--- config.mk ---
export PLATFORM = sky130hd
export DESIGN_NAME = ac_seq
export DESIGN_NICKNAME = d
export VERILOG_FILES = /design/src/rtl/ac_seq.sv
export SDC_FILE = /design/constraint.sdc
export NUM_CORES = 1
export LEC_CHECK = 0
export ABC_CLOCK_PERIOD_IN_PS = 1900
export CAP_MARGIN = 20
export CORE_ASPECT_RATIO = 1.5
export CORE_UTILIZATION = 42
export CTS_CLUSTER_SIZE = 10
export DETAILED_ROUTE_END_ITERATION = 8
export PLACE_DENSITY = 0.81
export RECOVER_POWER = 50
export SLEW_MARGIN = 20
export SYNTH_ARGS = -nofsm -noshare
export SYNTH_HDL_FRONTEND = slang
export SYNTH_SLANG_ARGS = --single-unit
--- constraint.sdc ---
create_clock -name clock -period 1.9 [get_ports clock]
set_input_delay 0.38 -clock clock [delete_from_list [all_inputs] [get_ports clock]]
set_output_delay 0.38 -clock clock [all_outputs]
set_load 0.01 [all_outputs]
--- src/rtl/ac_seq.sv ---
// ac_seq: accumulator-machine instruction sequencer FSM.
// Optional memory-access timeout enabled by defining AC_SEQ_TIMEOUT_EN.
module ac_seq #(
   parameter int ADDR_W      = 8,
   parameter int TIMEOUT_CYC = 16
) (
   input  logic              clock,
   input  logic              reset,
   input  logic              op_valid,
   output logic              op_ready,
   input  logic [3:0]        opcode,
   input  logic [ADDR_W-1:0] op_addr,
   output logic              mem_req,
   output logic              mem_we,
   output logic [ADDR_W-1:0] mem_addr,
   input  logic              mem_ack,
   output logic              ac_write_en,
   output logic              ac_sel_alu,
   output logic [2:0]        alu_op,
   output logic              done,
   output logic              err,
   output logic              busy
);

   typedef enum logic [2:0] {
      S_IDLE,
      S_DECODE,
      S_MEM_RD,
      S_EXEC,
      S_WB,
      S_MEM_WR,
      S_DONE
   } state_t;

   state_t state, state_nx;

   logic [3:0]        op_q;
   logic [ADDR_W-1:0] addr_q;
   logic              err_q;
   logic              set_err;
   logic              mem_to;

   logic is_nop, is_load, is_store;
   logic is_alu, is_inc;
   logic [2:0] alu_sel;

   assign is_nop   = (op_q == 4'd0);
   assign is_load  = (op_q == 4'd1);
   assign is_store = (op_q == 4'd2);
   assign is_alu   = (op_q >= 4'd3) && (op_q <= 4'd5);
   assign is_inc   = (op_q == 4'd6);

   // ADD/SUB/AND map to alu 1/2/3, INC to 4, everything else pass
   assign alu_sel = is_inc ? 3'd4 :
                    is_alu ? 3'(op_q - 4'd2) : 3'd0;

   assign busy = (state != S_IDLE);

`ifdef AC_SEQ_TIMEOUT_EN
   localparam int CW = $clog2(TIMEOUT_CYC + 1);

   logic [CW-1:0] to_cnt;
   logic          in_mem;

   assign in_mem = (state == S_MEM_RD) ||
                   (state == S_MEM_WR);

   // count consecutive unacknowledged request cycles
   always_ff @(posedge clock) begin
      if (reset || !in_mem || mem_ack)
         to_cnt <= '0;
      else
         to_cnt <= to_cnt + 1'b1;
   end

   assign mem_to = in_mem && !mem_ack &&
                   (to_cnt == CW'(TIMEOUT_CYC - 1));
`else
   logic unused_to;
   assign unused_to = (TIMEOUT_CYC != 0);
   assign mem_to    = 1'b0;
`endif

   // state register and latched instruction
   always_ff @(posedge clock) begin
      if (reset) begin
         state  <= S_IDLE;
         op_q   <= '0;
         addr_q <= '0;
         err_q  <= 1'b0;
      end else begin
         state <= state_nx;
         if (op_ready && op_valid) begin
            op_q   <= opcode;
            addr_q <= op_addr;
            err_q  <= 1'b0;
         end else if (set_err) begin
            err_q <= 1'b1;
         end
      end
   end

   // next state and Moore outputs
   always_comb begin
      state_nx    = state;
      op_ready    = 1'b0;
      mem_req     = 1'b0;
      mem_we      = 1'b0;
      mem_addr    = '0;
      ac_write_en = 1'b0;
      ac_sel_alu  = 1'b0;
      alu_op      = 3'd0;
      done        = 1'b0;
      err         = 1'b0;
      set_err     = 1'b0;
      unique case (state)
         S_IDLE: begin
            op_ready = 1'b1;
            if (op_valid)
               state_nx = S_DECODE;
         end
         S_DECODE: begin
            alu_op = alu_sel;
            unique case (1'b1)
               is_nop:   state_nx = S_DONE;
               is_store: state_nx = S_MEM_WR;
               is_load:  state_nx = S_MEM_RD;
               is_alu:   state_nx = S_MEM_RD;
               is_inc:   state_nx = S_EXEC;
               default: begin
                  state_nx = S_DONE;
                  set_err  = 1'b1;
               end
            endcase
         end
         S_MEM_RD: begin
            alu_op   = alu_sel;
            mem_req  = 1'b1;
            mem_addr = addr_q;
            if (mem_ack)
               state_nx = is_load ? S_WB : S_EXEC;
            else if (mem_to) begin
               state_nx = S_DONE;
               set_err  = 1'b1;
            end
         end
         S_EXEC: begin
            alu_op   = alu_sel;
            state_nx = S_WB;
         end
         S_WB: begin
            alu_op      = alu_sel;
            ac_write_en = 1'b1;
            ac_sel_alu  = !is_load;
            state_nx    = S_DONE;
         end
         S_MEM_WR: begin
            alu_op   = alu_sel;
            mem_req  = 1'b1;
            mem_we   = 1'b1;
            mem_addr = addr_q;
            if (mem_ack)
               state_nx = S_DONE;
            else if (mem_to) begin
               state_nx = S_DONE;
               set_err  = 1'b1;
            end
         end
         S_DONE: begin
            done     = 1'b1;
            err      = err_q;
            state_nx = S_IDLE;
         end
         default: state_nx = S_IDLE;
      endcase
   end

endmodule
==> out/summary.txt <==
Die W - 39.4 um
Starting Density - 0.441
Core Region - 2000 sq um
most frequent CP cell - buf_4
initial detailed-routing violation count - 13
share of post-route cells with drive strength above 1 - 0.252
Place WS - -56.3 ps
Critical Path Fanout Max - 4
main flop type after synthesis - dfxtp_1
# rows - 20
port buffer count - 34
DP Cell Count - 177
Slew headroom - 0.699
CP cell instances - buf_4 > a21o_1 > buf_4 > buf_4 > and2_1 > clkbuf_2
WP buf/inv - 4
CTS clock-pin slew for the worst setup and hold paths - 90 ps
power density over the cells - 1280 nW/um^2
non-filler cells in the finished layout - 185
Num CTS Buffers - 3
worst slew pin tran - 452 ps
clock buffer depth - 2
htree depth - 1
WS Path Type - reg2out
MaxCap Viol Count - 0
die height - 58.1 um
GPL Wtd Cong - 0.742
skew final - 0.633 ps
Routed Antenna Nets - 0
endpoints failing hold - 0
largest net degree at the start of global routing - 14
Static Leakage - 0.000646 uW
r2r startpoint - state[1]
Avg Cell Area, Syn - 7.54 sq um
Warnings, synthesis - 0
drt wl/cell - 13.4 um
CP max stage delay - 370 ps
Final setup viols - 0
Hold WC Path Type - reg2reg
worst setup path startpoint - state[1]
placed instance area - 1300 sq um
Hold Buf Count CTS - 0
first-pass GRT wire length - 3930 um
Yosys cell types - 38
# IOs - 35
Worst Hold Launch - addr_q[7]
total negative slack - 0 ps
kind of cell adding the most delay to the critical path - buffers and inverters
Worst EP arrival - 1500 ps
status - finished, final reports clean
Synth Register Bits - 16
drt first pass iters - 5
Startpoint Class - flip-flop
Slowest cell on crit path - dfxtp_4
fmax - 532 MHz
vias in the first global route - 971
Post-synth EDFFs - 0
Post-Syn Nets - 133
cell area after synthesis - 882 sq um
final wirelength - 2480 um
# diodes - 0
clk sinks - 16
vias per cell - 5.29
Synth-to-Final Area Change - 55.5%
Max VDD drop - 0.642 mV
final critical-path required period - 1880 ps
Die ar. - 2290 sq um
post-detail-place hpwl - 1790 um
worst hold margin - 458 ps
later-pin clock latency in the skew report - 290 ps
TritonCTS clock tree - yes
worst path required time - 1520 ps
clk root buf - clkbuf_4
FFs w/ async S/R, synth - 0
Setup crit end kind - primary output
register area share after synthesis - 0.363
leading cell type in the layout, fill and taps excluded - nand2_1
final period utilization - 0.989
Post-route DRC - 0
most frequent cells in the layout - nand2_1, buf_4, a21oi_1, clkdlybuf4s50_1
# fillers - 181
final slew viol count - 0
initial antenna violation count - 0
Syn Inst Count - 117
Post-Layout Inst Area - 1370 sq um
setup ws final - 20.3 ps
net count of the finished layout - 180
DR vias - 979
RSZ-0062 raised after global routing - true
aggregate global-route resource usage - 0.239
Overflow after GRT - 0
## timing repair
action                                 in CTS  in global routing
gates resized for setup                    38                 14
cloned                                      1                  0
buffers inserted                            2                  1
setup endpoints to repair                  19                  9
endpoints found under the hold margin       0                  0
pin swaps                                   1                  1
## report_power, final
part           leakage (uW)  total (uW)  switching, uW  internal (uW)
combinational      0.000491         991            485            506
sequential         0.000134         539            104            436
clock             0.0000210         227            110            117
total              0.000646        1760            699           1060
## flip-flops by register name, indices dropped and copies added (netlist names)
| name | count |
|---|---|
| addr_q | 8 |
| err_q | 1 |
| op_q | 4 |
| state | 3 |
## cell type report
cell class                      instances  area (sq um)  share of cell area
Timing Repair Buffer                   52           440               0.321
Sequential cell                        16           334               0.244
Tap cell                               22          27.5              0.0201
Clock buffer                            4          36.3              0.0265
Multi-Input combinational cell         90           527               0.384
Inverter                                1          6.26             0.00456
## metal layers
metal,share of wire,vias up,track usage
met5,0,-,0
met4,0.0060,0,0.0887
met3,0.044,2,0.0192
met2,0.55,29,0.452
met1,0.40,455,0.252
li1,-,493,-
## cell families (layout without fill, tap and decap cells)
group	Yosys count	after routing	share of synthesized area
buf+inv	12	57	0.0738
xor+xnor	1	1	0.00993
flops	16	16	0.363
simple gates	61	61	0.356
compound gates	27	28	0.197
## worst min-delay path: cells and delay by family, from the launching register on
kind / cells / cell delay [ps]
flops: 1 / 320
simple gates: 1 / 50
compound gates: 1 / 50
## path summary, 6_finish.rpt
path         slack, ps  cells after the start     endpoint
min                460                      2    addr_q[7]
max reg2reg        150                      7    addr_q[5]
max                 20                      6  mem_addr[7]
min reg2reg        460                      2    addr_q[7]
## metrics by stage
| stage | util | power [uW] |
|---|---|---|
| after floorplan | - | 1050 |
| after global placement | 0.650 | 1440 |
| after detailed placement | 0.650 | 1460 |
| after CTS | 0.678 | 1720 |
| after global routing | 0.685 | 1880 |
| final | 0.685 | 1760 |
## cell usage after synthesis, drive strengths merged, types with 2 or more instances
cell / count / area [sq um]
nand2: 27 / 101
dfxtp: 16 / 320
a21oi: 15 / 78.8
and2: 11 / 71.3
buf: 9 / 53.8
nor2: 7 / 26.3
nor3: 3 / 15.0
a21o: 2 / 15.0
a31o: 2 / 17.5
clkbuf: 2 / 7.51
o21ai: 2 / 10.0
or3: 2 / 17.5
No activity file was read; power rests on OpenSTA's default activity.
